### src/rtl/rom_line_fill.sv
// -----------------------------------------------------------------------------
// rom_line_fill
//   Request/response line filler in front of the synchronous instruction ROM.
//   A request latches a line-aligned byte address. WORDS = LINE_WIDTH/RAM_WIDTH
//   ROM reads are then issued back to back, one per cycle. Each word's data is
//   written into its slot of the line one cycle after its read is issued. Words
//   whose byte address falls outside the ROM image read as zero and set
//   resp_err. The finished line is held until the consumer takes it. flush
//   abandons a fill or a pending response.
//
//   Ports
//     clk         clock
//     rstn        asynchronous active-low reset
//     flush       abort the current fill / drop the pending response
//     req_valid   line request valid
//     req_ready   block idle and able to accept a request (registered)
//     req_addr    byte address; bits below the line size are ignored
//     resp_valid  line response valid (registered)
//     resp_ready  consumer accepts the response
//     resp_data   assembled line, word i at [i*RAM_WIDTH +: RAM_WIDTH]
//     resp_addr   line-aligned byte address of the response
//     resp_err    at least one word was outside the ROM and zero-filled
//
// rom
//   Synchronous-read instruction ROM with one cycle of read latency. The
//   image is generated arithmetically (word k = IMAGE_BASE + k).
//   INIT_FILE names the image file that the production ROM loads.
//
//   Ports
//     clk   clock
//     addr  word index
//     dout  word at the address presented on the previous edge
// -----------------------------------------------------------------------------

module rom #(
    parameter int                   RAM_WIDTH  = 32,
    parameter int                   RAM_DEPTH  = 1024,
    parameter                       INIT_FILE  = "test.txt",
    parameter logic [RAM_WIDTH-1:0] IMAGE_BASE = RAM_WIDTH'(32'hA000_0000)
) (
    input  logic                         clk,
    input  logic [$clog2(RAM_DEPTH)-1:0] addr,
    output logic [RAM_WIDTH-1:0]         dout
);

    logic [RAM_WIDTH-1:0] dout_q;

    // Registered read: data for addr appears after the next edge.
    always_ff @(posedge clk) begin
        dout_q <= IMAGE_BASE + RAM_WIDTH'(addr);
    end

    assign dout = dout_q;

endmodule

module rom_line_fill #(
    parameter int                    RAM_WIDTH  = 32,
    parameter int                    LINE_WIDTH = 512,
    parameter int                    RAM_DEPTH  = 1024,
    parameter int                    ADDR_WIDTH = 32,
    parameter logic [ADDR_WIDTH-1:0] START_ADDR = 32'h0001_0094,
    parameter                        INIT_FILE  = "test.txt"
) (
    input  logic                  clk,
    input  logic                  rstn,
    input  logic                  flush,
    input  logic                  req_valid,
    output logic                  req_ready,
    input  logic [ADDR_WIDTH-1:0] req_addr,
    output logic                  resp_valid,
    input  logic                  resp_ready,
    output logic [LINE_WIDTH-1:0] resp_data,
    output logic [ADDR_WIDTH-1:0] resp_addr,
    output logic                  resp_err
);

    localparam int WORDS = LINE_WIDTH / RAM_WIDTH;
    localparam int WSH   = $clog2(RAM_WIDTH / 8);   // byte -> word shift
    localparam int CW    = $clog2(WORDS);           // slot index width
    localparam int RAW   = $clog2(RAM_DEPTH);       // ROM address width
    localparam logic [ADDR_WIDTH-1:0] LINE_MASK = ADDR_WIDTH'((LINE_WIDTH / 8) - 1);

    typedef enum logic [1:0] {
        ST_IDLE = 2'd0,
        ST_FILL = 2'd1,
        ST_RESP = 2'd2
    } state_t;

    state_t                state_q, state_d;
    logic                  req_ready_q, req_ready_d;
    logic                  resp_valid_q, resp_valid_d;

    logic [ADDR_WIDTH-1:0] line_addr_q, line_addr_d;
    // One extra bit: the MSB set means every read of the line has been issued.
    logic [CW:0]           issue_q, issue_d;
    logic                  rd_vld_q, rd_vld_d;    // a ROM read is in flight
    logic                  rd_inv_q, rd_inv_d;    // that read is outside the image
    logic [CW-1:0]         rd_slot_q, rd_slot_d;  // slot the read lands in
    logic [LINE_WIDTH-1:0] data_q, data_d;
    logic                  err_q, err_d;

    logic [ADDR_WIDTH:0]   byte_s;
    logic [ADDR_WIDTH:0]   idx_s;
    logic                  invalid_s;
    logic [RAW-1:0]        rom_addr_s;
    logic [RAM_WIDTH-1:0]  rom_dout_s;
    logic                  accept_s;
    logic                  issue_fire_s;
    logic                  last_wr_s;

    // Word address of the read being issued. The extra MSB catches a carry
    // past the top of the address space, which counts as outside the ROM.
    always_comb begin
        byte_s     = {1'b0, line_addr_q} + ((ADDR_WIDTH + 1)'(issue_q) << WSH);
        idx_s      = (byte_s - {1'b0, START_ADDR}) >> WSH;
        invalid_s  = byte_s[ADDR_WIDTH]
                   | (byte_s < {1'b0, START_ADDR})
                   | (idx_s >= (ADDR_WIDTH + 1)'(RAM_DEPTH));
        rom_addr_s = idx_s[RAW-1:0];
    end

    rom #(
        .RAM_WIDTH (RAM_WIDTH),
        .RAM_DEPTH (RAM_DEPTH),
        .INIT_FILE (INIT_FILE)
    ) u_rom (
        .clk  (clk),
        .addr (rom_addr_s),
        .dout (rom_dout_s)
    );

    assign accept_s     = (state_q == ST_IDLE) && req_valid && !flush;
    assign issue_fire_s = (state_q == ST_FILL) && !issue_q[CW];
    assign last_wr_s    = rd_vld_q && (rd_slot_q == CW'(WORDS - 1));

    // FSM state register and its registered handshake outputs.
    always_ff @(posedge clk or negedge rstn) begin
        if (!rstn) begin
            state_q      <= ST_IDLE;
            req_ready_q  <= 1'b1;
            resp_valid_q <= 1'b0;
        end else begin
            state_q      <= state_d;
            req_ready_q  <= req_ready_d;
            resp_valid_q <= resp_valid_d;
        end
    end

    // FSM next state; flush wins over acceptance and over the response handshake.
    always_comb begin
        state_d = state_q;
        case (state_q)
            ST_IDLE: begin
                if (accept_s) begin
                    state_d = ST_FILL;
                end else begin
                    state_d = ST_IDLE;
                end
            end
            ST_FILL: begin
                if (flush) begin
                    state_d = ST_IDLE;
                end else if (last_wr_s) begin
                    state_d = ST_RESP;
                end else begin
                    state_d = ST_FILL;
                end
            end
            ST_RESP: begin
                if (flush || resp_ready) begin
                    state_d = ST_IDLE;
                end else begin
                    state_d = ST_RESP;
                end
            end
            default: begin
                state_d = ST_IDLE;
            end
        endcase
    end

    // FSM outputs, decoded from the next state so they register with it.
    always_comb begin
        req_ready_d  = 1'b0;
        resp_valid_d = 1'b0;
        case (state_d)
            ST_IDLE: req_ready_d  = 1'b1;
            ST_RESP: resp_valid_d = 1'b1;
            default: begin
                req_ready_d  = 1'b0;
                resp_valid_d = 1'b0;
            end
        endcase
    end

    // Fill datapath: issue one read per cycle, write back the read of the
    // previous cycle. A flush only stops the pipeline; the line is kept.
    always_comb begin
        line_addr_d = line_addr_q;
        issue_d     = issue_q;
        rd_vld_d    = 1'b0;
        rd_inv_d    = rd_inv_q;
        rd_slot_d   = rd_slot_q;
        data_d      = data_q;
        err_d       = err_q;
        if (accept_s) begin
            line_addr_d = req_addr & ~LINE_MASK;
            issue_d     = '0;
            data_d      = '0;
            err_d       = 1'b0;
        end else if ((state_q == ST_FILL) && !flush) begin
            if (issue_fire_s) begin
                rd_vld_d  = 1'b1;
                rd_inv_d  = invalid_s;
                rd_slot_d = issue_q[CW-1:0];
                issue_d   = issue_q + (CW + 1)'(1);
            end else begin
                rd_vld_d  = 1'b0;
            end
            if (rd_vld_q) begin
                data_d[rd_slot_q*RAM_WIDTH +: RAM_WIDTH] = rd_inv_q ? '0 : rom_dout_s;
                err_d = err_q | rd_inv_q;
            end else begin
                err_d = err_q;
            end
        end else begin
            rd_vld_d = 1'b0;
        end
    end

    // Fill datapath registers.
    always_ff @(posedge clk or negedge rstn) begin
        if (!rstn) begin
            line_addr_q <= '0;
            issue_q     <= '0;
            rd_vld_q    <= 1'b0;
            rd_inv_q    <= 1'b0;
            rd_slot_q   <= '0;
            data_q      <= '0;
            err_q       <= 1'b0;
        end else begin
            line_addr_q <= line_addr_d;
            issue_q     <= issue_d;
            rd_vld_q    <= rd_vld_d;
            rd_inv_q    <= rd_inv_d;
            rd_slot_q   <= rd_slot_d;
            data_q      <= data_d;
            err_q       <= err_d;
        end
    end

    assign req_ready  = req_ready_q;
    assign resp_valid = resp_valid_q;
    assign resp_data  = data_q;
    assign resp_addr  = line_addr_q;
    assign resp_err   = err_q;

endmodule

### config.mk
export PLATFORM = sky130hd
export DESIGN_NAME = rom_line_fill
export DESIGN_NICKNAME = d
export VERILOG_FILES = /design/src/rtl/rom_line_fill.sv
export SDC_FILE = /design/constraint.sdc
export NUM_CORES = 1
export LEC_CHECK = 0
export BUFFER_PORTS_ARGS = -buffer_cell sky130_fd_sc_hd__buf_2
export CORE_AREA = 2 2 227 229
export CTS_BUF_LIST = sky130_fd_sc_hd__clkbuf_4 sky130_fd_sc_hd__clkbuf_8 sky130_fd_sc_hd__clkbuf_16
export CTS_CLUSTER_SIZE = 40
export DETAILED_ROUTE_END_ITERATION = 8
export DIE_AREA = 0 0 229 231
export MAX_ROUTING_LAYER = met4
export PLACE_DENSITY_LB_ADDON = 0.12
export SLEW_MARGIN = 40
export SYNTH_ARGS = -nofsm -noshare
export SYNTH_HDL_FRONTEND = slang
export SYNTH_SLANG_ARGS = --single-unit
### constraint.sdc
create_clock -name clk -period 4.35 [get_ports clk]
set_input_delay 0.2175 -clock clk [delete_from_list [all_inputs] [get_ports clk]]
set_output_delay 0.2175 -clock clk [all_outputs]
set_load 0.01 [all_outputs]
==> flow_metrics.env, run 1 <==
export IMPL_multiInputGateArea_sq_mm=0.00535
export IMPL_fmax_ghz=0.275
export IMPL_netlist_area_sq_mm=0.0127
export IMPL_overflow=0
export IMPL_cts_tree="built"
export IMPL_via_per_inst=4.12
export IMPL_portBuffers=251
export IMPL_firstDrtPassIters=5
export IMPL_initial_core_util_pct=25.0
export IMPL_diodes=0
export IMPL_clk_latency_ns=0.58
export IMPL_cp_required_ns=4.77
export IMPL_fin_util_pct=28.9
export IMPL_post_cts_buffers=0
export IMPL_grt_usage_pct=14.4
export IMPL_clk_pin_slew_worst_paths_ns=0.05
export IMPL_peakVddDrop_mv=0.284
export IMPL_power_leakage_uw=0.00779
export IMPL_drtIter0Drc=524
export IMPL_synth_seq_area_share_pct=44.7
export IMPL_critPathMaxFanout=8
export IMPL_holdPathStages=4
export IMPL_p_per_area_mw_per_mm2=415
export IMPL_n_fill_cell=5409
export IMPL_die_w_um=229
export IMPL_synth_flop_cell="dfrtp_1"
export IMPL_place_congestion=0.773
export IMPL_final_cell_mix="326 x conb_1, 250 x buf_2, 217 x dfrtp_1, 153 x a22o_1, 122 x nand2_1"
export IMPL_reg2regPathDepth=11
export IMPL_die_y_um=231
export IMPL_async_flop_share_pct=95.6
export IMPL_synth_edf_count=0
export IMPL_fin_nets=1563
export IMPL_numClockSinks=228
export IMPL_final_common_cell="conb_1"
export IMPL_drt_wirelength_per_cell_um=17.6
export IMPL_die_area_sq_mm=0.0529
export IMPL_critPathKind="flop to flop"
export IMPL_drive_gt1_share_pct=23.6
export IMPL_grt_pass1_vias=8468
export IMPL_rows=83
export IMPL_finalSetupTns_ns=0
export IMPL_placed_area_sq_mm=0.0133
export IMPL_antenna_found_initial=0
export IMPL_coreArea_sq_mm=0.0507
export IMPL_cts_path_max_buffers=3
export IMPL_critPathLaunchType="flop"
export IMPL_arrival_ns=4.06
export IMPL_avgSynthCellArea_sq_um=9.88
export IMPL_tightest_slew_ns=0.794
export IMPL_synthDistinctLibCells=65
export IMPL_numCtsBuffers=28
export IMPL_slew_viol_final=0
export IMPL_drcViolationCount=0
export IMPL_synth_cells=1282
export IMPL_dp_cells=2138
export IMPL_yosysWarnings=0
export IMPL_cts_root_buf="clkbuf_16"
export IMPL_post_dp_hpwl_um=28300
export IMPL_hp_class="input port to flop"
export IMPL_final_period_utilization_pct=83.6
export IMPL_grt_pass1_wl_um=56900
export IMPL_ant_nets=0
export IMPL_drv_cap=0
export IMPL_worstSetupEndpointType="flop"
export IMPL_ys_seq_elements=228
export IMPL_setup_viol_count_final=0
export IMPL_rsz0062_at_grt="no"
export IMPL_fin_crit_ns=3.64
export IMPL_num_vias=9128
export IMPL_status="completed"
export IMPL_drt_wl_total_um=39000
export IMPL_h_tree_depth=1
export IMPL_final_cells=2218
export IMPL_final_seq_area_sq_mm=0.00566
export IMPL_max_slew_margin_rel_pct=46.9
export IMPL_hold_violations=0
export IMPL_area_delta_synth_final_pct=15.5
export IMPL_fin_area_sq_mm=0.0146
export IMPL_skew_ns=0.0199
export IMPL_io_pins=584
export IMPL_grt_max_degree=97
export IMPL_fin_hold_ws_ns=0.0637
[Yosys cell counts, types with 5 or more instances]
cell type / count / share of area, %
nand2b_1: 5 / 0.25
inv_1: 12 / 0.36
nor3_1: 18 / 0.71
a21oi_1: 23 / 0.91
o21ai_0: 31 / 1.2
clkbuf_1: 55 / 1.6
nand4_1: 16 / 0.79
ha_1: 8 / 0.79
and4_1: 5 / 0.35
nor2_1: 53 / 1.6
nor4_1: 12 / 0.59
and2_1: 8 / 0.40
xnor2_1: 20 / 1.4
xor2_1: 11 / 0.76
a22o_1: 153 / 11
buf_1: 11 / 0.33
a31oi_1: 11 / 0.54
buf_2: 5 / 0.20
dfrtp_1: 217 / 43
nor4b_1: 5 / 0.35
mux2i_1: 7 / 0.55
buf_4: 347 / 21
and3_1: 8 / 0.40
dfxtp_1: 10 / 1.6
nand3_1: 29 / 1.1
or3_1: 5 / 0.25
nand2_1: 122 / 3.6
a21o_1: 18 / 1.1
[final timing paths]
kind	from	endpoint	slack [ns]
worst min-delay path	resp_ready	state_q[1]$_DFF_PN0_	0.06
worst max-delay path	issue_q[4]$_DFFE_PN0P_	rd_inv_q$_DFFE_PN0P_	0.71
min in group asynchronous	rstn	resp_data[227]$_DFFE_PN0P_	0.11
max in group asynchronous	rstn	resp_addr[27]$_DFFE_PN0P_	3.07
worst max register to register	issue_q[4]$_DFFE_PN0P_	rd_inv_q$_DFFE_PN0P_	0.71
worst min register to register	resp_data[97]$_DFFE_PN0P_	resp_data[97]$_DFFE_PN0P_	0.48
[power breakdown]
part           internal [uW]  switching (uW)  total (uW)  leakage, uW
combinational            316             756        1070      0.00423
clock                   1500             952        2460     0.000490
sequential              2220             315        2540      0.00308
[per-layer routing]
metal | GRT usage, % | share of wire, % | up-vias
li1 | - | - | 4282
met1 | 19.2 | 45 | 4503
met2 | 22.7 | 48 | 303
met3 | 3.38 | 6.1 | 40
met4 | 2.01 | 1.4 | 0
met5 | - | 0 | -
[final cells by class]
type | instances | share of cell area, %
multi-input combinational | 945 | 36.6
sequential | 228 | 38.7
clock buffer | 43 | 5.73
tap | 680 | 5.82
clock inverter | 7 | 0.924
inverter | 12 | 0.308
timing repair buffer | 303 | 12.0
[critical path: stages, from the launching register on]
cell and delay (ns):
dfrtp_1 0.38, ha_1 0.23, ha_1 0.37, and2_1 0.22
a21oi_1 0.10, o32a_1 0.40, o41ai_2 0.60, nand3_1 0.26
nor4b_2 0.30, nor4_1 0.09, a2111oi_0 0.41, a31oi_1 0.13
[sequential cells by signal (all words and copies together) (netlist names)]
register and cells:
rd_slot_q 4, rd_inv_q 1, resp_valid 1, state_q 2, req_ready 1, rd_vld_q 1
resp_data 176, issue_q 5, resp_addr 26, u_rom.dout 10, resp_err 1
[kinds of logic after synthesis]
family          count (synthesis)  share of synthesized area (%)
compound gates                270                           16.8
xor+xnor                       31                           2.14
fa+ha+maj                       8                          0.790
buf+inv                       434                           23.4
flops                         228                           44.7
mux                             7                          0.553
other cells                     1                         0.0296
simple gates                  303                           11.6
[per-stage QoR]
| step | total power (uW) | setup slack [ns] |
|---|---|---|
| floorplan | 3360 | 1.28 |
| global placement | 3650 | 0.691 |
| detailed placement | 3650 | 0.729 |
| CTS | 6190 | 0.706 |
| global route | 6390 | 0.407 |
| finish | 6060 | 0.715 |
[timing repair]
item,4_1_cts,5_1_grt
hold buffers,29,0
hold endpoints to repair,121,0
gates resized for setup,0,0
setup endpoints to repair,0,0
Note: power is estimated with default switching activity, not from simulation.
==> run 2: changes to the inputs <==
Settings changed: ABC_AREA set to 1, CORE_AREA 2 2 227 229 to 2 2 228 230, DIE_AREA 0 0 229 231 to 0 0 230 232.
Clock period 4.35 ns to 3.6 ns, I/O delays scaled along.
==> run 2 against run 1 <==
Against the previous run: wire length grew 9.0%; fmax is 17% higher; setup slack lost 0.22 ns; critical path type unchanged; largest cell class unchanged; largest power group unchanged.
==> flow_metrics.env, run 2 <==
export IMPL_largest_register_ffs=176
export IMPL_arrival_ns=3.59
export IMPL_via_per_inst=4.01
export IMPL_synth_edf_count=0
export IMPL_power_uw=8030
export IMPL_drcViolationCount=0
export IMPL_fin_nets=2047
export IMPL_synth_flop_cell="dfrtp_1"
export IMPL_yosys_cell_count_top_type="buf_4"
export IMPL_post_dp_hpwl_um=31900
export IMPL_drtIter0Drc=464
export IMPL_grt_pass1_vias=10100
export IMPL_ys_seq_elements=228
export IMPL_worstSetupEndpointType="flop"
export IMPL_final_cell_mix="337 x nand2_1, 326 x conb_1, 251 x buf_2, 245 x inv_1, 217 x dfrtp_1"
export IMPL_io_pins=584
export IMPL_synth_top_area_cell="dfrtp_1"
export IMPL_cpMaxStageDelayCell="dfrtp_1"
export IMPL_cts_path_max_buffers=3
export IMPL_clk_latency_ns=0.58
export IMPL_fin_crit_ns=3.11
export IMPL_synthDistinctLibCells=44
export IMPL_drt_wl_total_um=42500
export IMPL_slew_viol_final=0
export IMPL_synth_seq_area_share_pct=41.8
export IMPL_fmax_ghz=0.322
export IMPL_portBuffers=251
export IMPL_avgSynthCellArea_sq_um=7.88
export IMPL_overflow=0
export IMPL_cpMostUsedCell="nor2_1"
export IMPL_status="completed"
export IMPL_synth_cells=1719
export IMPL_numClockSinks=228
export IMPL_drive_gt1_share_pct=19.5
export IMPL_clk_pin_slew_worst_paths_ns=0.06
export IMPL_cpPeakStageDelay_ns=0.46
export IMPL_cts_tree="built"
export IMPL_power_leakage_uw=0.00822
export IMPL_yosysTopAreaCellShare_pct=40.1
export IMPL_path_cells="ha_1, ha_1, nand2_2, nor2_8, nand3_1, nor2_1, nand2_1, nand2_1, nor2_1, nand2_1, nor2_1, nand3b_1, nand2_1, nor2_1, nand3_1, nor2_1, nor2_1"
export IMPL_rsz0062_at_grt="no"
export IMPL_critPathKind="flop to flop"
export IMPL_max_slew_margin_rel_pct=44.5
export IMPL_hold_violations=0
export IMPL_final_common_cell="nand2_1"
export IMPL_r2r_start="resp_addr[6]$_DFFE_PN0P_"
export IMPL_cp_required_ns=4.08
export IMPL_finalSetupTns_ns=0
export IMPL_diodes=0
export IMPL_critPathMaxFanout=10
export IMPL_die_area_sq_mm=0.0534
export IMPL_async_flop_share_pct=95.6
export IMPL_cts_root_buf="clkbuf_16"
export IMPL_setup_viol_count_final=0
export IMPL_area_delta_synth_final_pct=16.2
export IMPL_fin_util_pct=30.9
export IMPL_p_per_area_mw_per_mm2=511
export IMPL_rows=83
export IMPL_ys_top_cells_by_count="345 x buf_4, 337 x nand2_1, 245 x inv_1, 217 x dfrtp_1, 130 x o22ai_1"
export IMPL_grt_usage_pct=15.5
export IMPL_peakVddDrop_mv=0.287
export IMPL_cp_startpoint="resp_addr[6]$_DFFE_PN0P_"
export IMPL_die_y_um=232
export IMPL_firstDrtPassIters=7
export IMPL_ant_nets=0
export IMPL_h_tree_depth=1
export IMPL_netlist_area_sq_mm=0.0135
export IMPL_skew_ns=0.0118
export IMPL_num_vias=10800
export IMPL_initial_core_util_pct=26.6
export IMPL_synth_area_top_cells="dfrtp_1 40%, buf_4 19%, nand2_1 9.3%"
export IMPL_die_w_um=230
export IMPL_grt_max_degree=60
export IMPL_drt_wirelength_per_cell_um=15.7
export IMPL_final_period_utilization_pct=86.3
export IMPL_place_congestion=0.861
export IMPL_hp_class="input port to async pin"
export IMPL_tightest_slew_ns=0.832
export IMPL_post_cts_buffers=0
export IMPL_numCtsBuffers=29
export IMPL_antenna_found_initial=0
export IMPL_critPathLaunchType="flop"
export IMPL_ctsResizeCount=0
export IMPL_yosysWarnings=0
export IMPL_drv_cap=0
export IMPL_coreArea_sq_mm=0.0509
export IMPL_grt_pass1_wl_um=61900
[run 2: final cells by class]
type	instances	area, sq um
clock buffers	39	845
clock inverters	15	178
fillers	5633	35200
inverters	260	976
multi-input cells	1173	5390
flip-flops and latches	228	5660
well taps	680	851
repair buffers	310	1830
[run 2: worst paths after layout]
kind / end / slack [ns] / cells after the start
max in group asynchronous: resp_data[448]$_DFFE_PN0P_ / 2.53 / 5
min: resp_data[199]$_DFFE_PN0P_ / 0.18 / 3
min in group clk: resp_addr[7]$_DFFE_PN0P_ / 0.33 / 4
min reg2reg: resp_data[161]$_DFFE_PN0P_ / 0.48 / 2
max reg2reg: rd_inv_q$_DFFE_PN0P_ / 0.49 / 17
max: rd_inv_q$_DFFE_PN0P_ / 0.49 / 17
[run 2: timing repair]
item | CTS | global route
setup endpoints to repair | 0 | 0
hold buffers | 31 | 0
hold endpoints to repair | 100 | 0
[run 2: worst max-delay path: cells and delay by family, from the launching register on]
kind / cells / cell delay, ns
flops: 1 / 0.46
simple gates: 15 / 1.89
fa+ha+maj: 2 / 0.66
[run 2: through the flow]
step	hold WS [ns]	worst slack, ns	area [sq um]	instances
final	0.178	0.492	15700	2705
after CTS	0.175	0.490	15700	2705
after detailed placement	0.0101	0.501	14400	2620
after global routing	0.187	0.196	15700	2705
after global placement	0.348	0.522	14300	2618
after floorplan	-0.116	1.21	14800	2044
[run 2: report_power, final]
group	switching, uW	internal (uW)
clock network	1220	1870
registers	397	2720
logic	1370	457
total	2990	5040
[run 2: cells by family (layout without fill, tap and decap cells)]
kind of cell	count (synthesis)	after routing	synth area share (%)
buffers and inverters	643	624	27.5
and+or+nand+nor	600	600	19.1
AOI/OAI and AO/OA	233	233	10.4
DFF	228	228	41.8
adders and majority gates	8	8	0.739
xor gates and xnor gates	5	5	0.323
other	1	326	0.0277
muxes	1	1	0.0831
[run 2: metal layers]
layer / part of all wire [%] / GRT usage [%] / vias to the layer above
li1: - / - / 5351
met1: 46 / 20.4 / 5151
met2: 48 / 25.4 / 289
met3: 4.3 / 2.19 / 46
met4: 1.8 / 3.10 / 0
met5: 0 / - / -
==> run 3: changes to the inputs <==
Settings changed: CORE_AREA 2 2 228 230 to unset, CORE_ASPECT_RATIO set to 0.6, CORE_MARGIN set to 2, CORE_UTILIZATION set to 32, DIE_AREA 0 0 230 232 to unset, RECOVER_POWER set to 50.
==> run 3 against run 2 <==
Against the previous run: the flow now finishes with violations (capacitance limit, slew limit); total power down 5.0%; utilization up 5.5 points; wire length down 0.27%; flip-flop and latch count unchanged; combinational power down 2%; fmax down 2.0%; design area down 3.1%; count of clock-buffer cells in the layout down 9; register-to-register slack worse by 0.06 ns; setup slack worse by 0.065 ns; critical endpoint unchanged; sequential share of layout area up 1.1 points.
==> flow_metrics.env, run 3 (synthesis gave the netlist of run 2 again) <==
export IMPL_cpPeakStageDelay_ns=0.44
export IMPL_ant_nets=0
export IMPL_place_congestion=0.837
export IMPL_via_per_inst=4.27
export IMPL_final_common_cell="nand2_1"
export IMPL_slew_viol_final=36
export IMPL_fmax_ghz=0.315
export IMPL_hold_violations=0
export IMPL_antenna_found_initial=0
export IMPL_max_slew_margin_rel_pct=-49.5
export IMPL_die_w_um=270
export IMPL_power_leakage_uw=0.00761
export IMPL_critPathKind="flop to flop"
export IMPL_cpMaxStageDelayCell="dfrtp_1"
export IMPL_h_tree_depth=1
export IMPL_io_pins=584
export IMPL_fin_hold_ws_ns=0.147
export IMPL_die_y_um=163
export IMPL_fin_crit_ns=3.17
export IMPL_cts_path_max_buffers=3
export IMPL_setup_viol_count_final=0
export IMPL_grt_pass1_vias=10200
export IMPL_fin_nets=2041
export IMPL_cp_required_ns=4.03
export IMPL_final_period_utilization_pct=88.1
export IMPL_arrival_ns=3.61
export IMPL_num_vias=11000
export IMPL_drv_cap=1
export IMPL_diodes=0
export IMPL_grt_usage_pct=18.9
export IMPL_drtIter0Drc=891
export IMPL_critPathMaxFanout=10
export IMPL_overflow=0
export IMPL_peakVddDrop_mv=0.291
export IMPL_drcViolationCount=0
export IMPL_finalSetupTns_ns=0
export IMPL_portBuffers=251
export IMPL_rows=58
export IMPL_die_area_sq_mm=0.0440
export IMPL_area_delta_synth_final_pct=12.5
export IMPL_tightest_slew_ns=2.24
export IMPL_firstDrtPassIters=5
export IMPL_grt_max_degree=71
export IMPL_post_dp_hpwl_um=32000
export IMPL_cts_tree="built"
export IMPL_path_cells="ha_1, ha_1, nand2_2, nor2_8, nand2_2, nand2_1, nand2_2, nor2_2, nand3_1, nand2_2, inv_2, nor2_1, nand2_1, nand2_1, nand2_1, nor2_1, nand3_1, nor2_1, nor2_1"
export IMPL_violations="capacitance limit, slew limit"
export IMPL_rsz0062_at_grt="no"
export IMPL_critPathLaunchType="flop"
export IMPL_initial_core_util_pct=32.4
export IMPL_cts_root_buf="clkbuf_16"
export IMPL_drt_wl_total_um=42400
export IMPL_clk_pin_slew_worst_paths_ns=0.06
export IMPL_worstSetupEndpointType="flop"
export IMPL_post_cts_buffers=0
export IMPL_drive_gt1_share_pct=13.5
export IMPL_skew_ns=0.00959
export IMPL_final_cell_mix="337 x nand2_1, 326 x conb_1, 245 x inv_1, 217 x dfrtp_1, 141 x buf_2"
export IMPL_drt_wirelength_per_cell_um=16.4
export IMPL_p_per_area_mw_per_mm2=500
export IMPL_coreArea_sq_mm=0.0418
export IMPL_status="finished, violations left"
export IMPL_numCtsBuffers=25
export IMPL_largest_register_ffs=176
export IMPL_clk_latency_ns=0.54
export IMPL_numClockSinks=228
export IMPL_hp_class="input port to flop"
export IMPL_grt_pass1_wl_um=62600
-- run 3: power breakdown --
| group | switching (uW) | internal [uW] |
|---|---|---|
| Clock | 1160 | 1590 |
| Combinational | 1350 | 443 |
| Sequential | 375 | 2710 |
-- run 3: cell type report --
| cell class | instances | area [sq um] |
|---|---|---|
| Tap cell | 570 | 713 |
| Clock buffer | 30 | 688 |
| Sequential cell | 228 | 5660 |
| Timing Repair Buffer | 308 | 1640 |
| Fill cell | 4549 | 26600 |
| Clock inverter | 15 | 175 |
| Multi-Input combinational cell | 1173 | 5390 |
| Inverter | 260 | 976 |
-- run 3: critical path: cells and delay by family, from the launching register on --
family,cells,cell delay [ns]
simple gates,16,1.90
flops,1,0.44
fa+ha+maj,2,0.68
buf+inv,1,0.04
-- run 3: per-stage QoR --
| step | utilization [%] | power (uW) | setup slack [ns] | area, sq um | instances |
|---|---|---|---|---|---|
| final | 36.5 | 7630 | 0.428 | 15200 | 2584 |
| after floorplan | - | 4400 | 1.21 | 14800 | 2044 |
| after global placement | 34.0 | 4890 | 0.530 | 14200 | 2508 |
| after detailed placement | 34.1 | 4900 | 0.518 | 14200 | 2509 |
| after global routing | 36.5 | 8080 | 0.118 | 15200 | 2584 |
| after CTS | 36.8 | 7720 | 0.499 | 15400 | 2584 |
-- run 3: routing by layer --
layer	global-route usage, %	wire [um]	vias to the layer above
met3	2.53	2050	45
met1	29.4	21900	5309
met5	-	0	-
li1	-	-	5339
met2	25.9	17700	335
met4	3.43	752	0
-- run 3: final timing paths --
| check | slack (ns) | cells after the start | from | end |
|---|---|---|---|---|
| setup / recovery | 0.43 | 19 | issue_q[4]$_DFFE_PN0P_ | rd_inv_q$_DFFE_PN0P_ |
| hold / removal | 0.15 | 5 | req_valid | resp_addr[10]$_DFFE_PN0P_ |
| setup reg to reg | 0.43 | 19 | issue_q[4]$_DFFE_PN0P_ | rd_inv_q$_DFFE_PN0P_ |
| hold reg to reg | 0.48 | 2 | resp_data[169]$_DFFE_PN0P_ | resp_data[169]$_DFFE_PN0P_ |
| max in group asynchronous | 0.81 | 4 | rstn | resp_data[95]$_DFFE_PN0P_ |
| min in group asynchronous | 0.86 | 2 | rstn | resp_data[166]$_DFFE_PN0P_ |
-- run 3: what timing repair did --
| action | in CTS | in global routing |
|---|---|---|
| hold buffers | 30 | 0 |
| resized for setup | 0 | 0 |
| hold endpoints to repair | 211 | 0 |
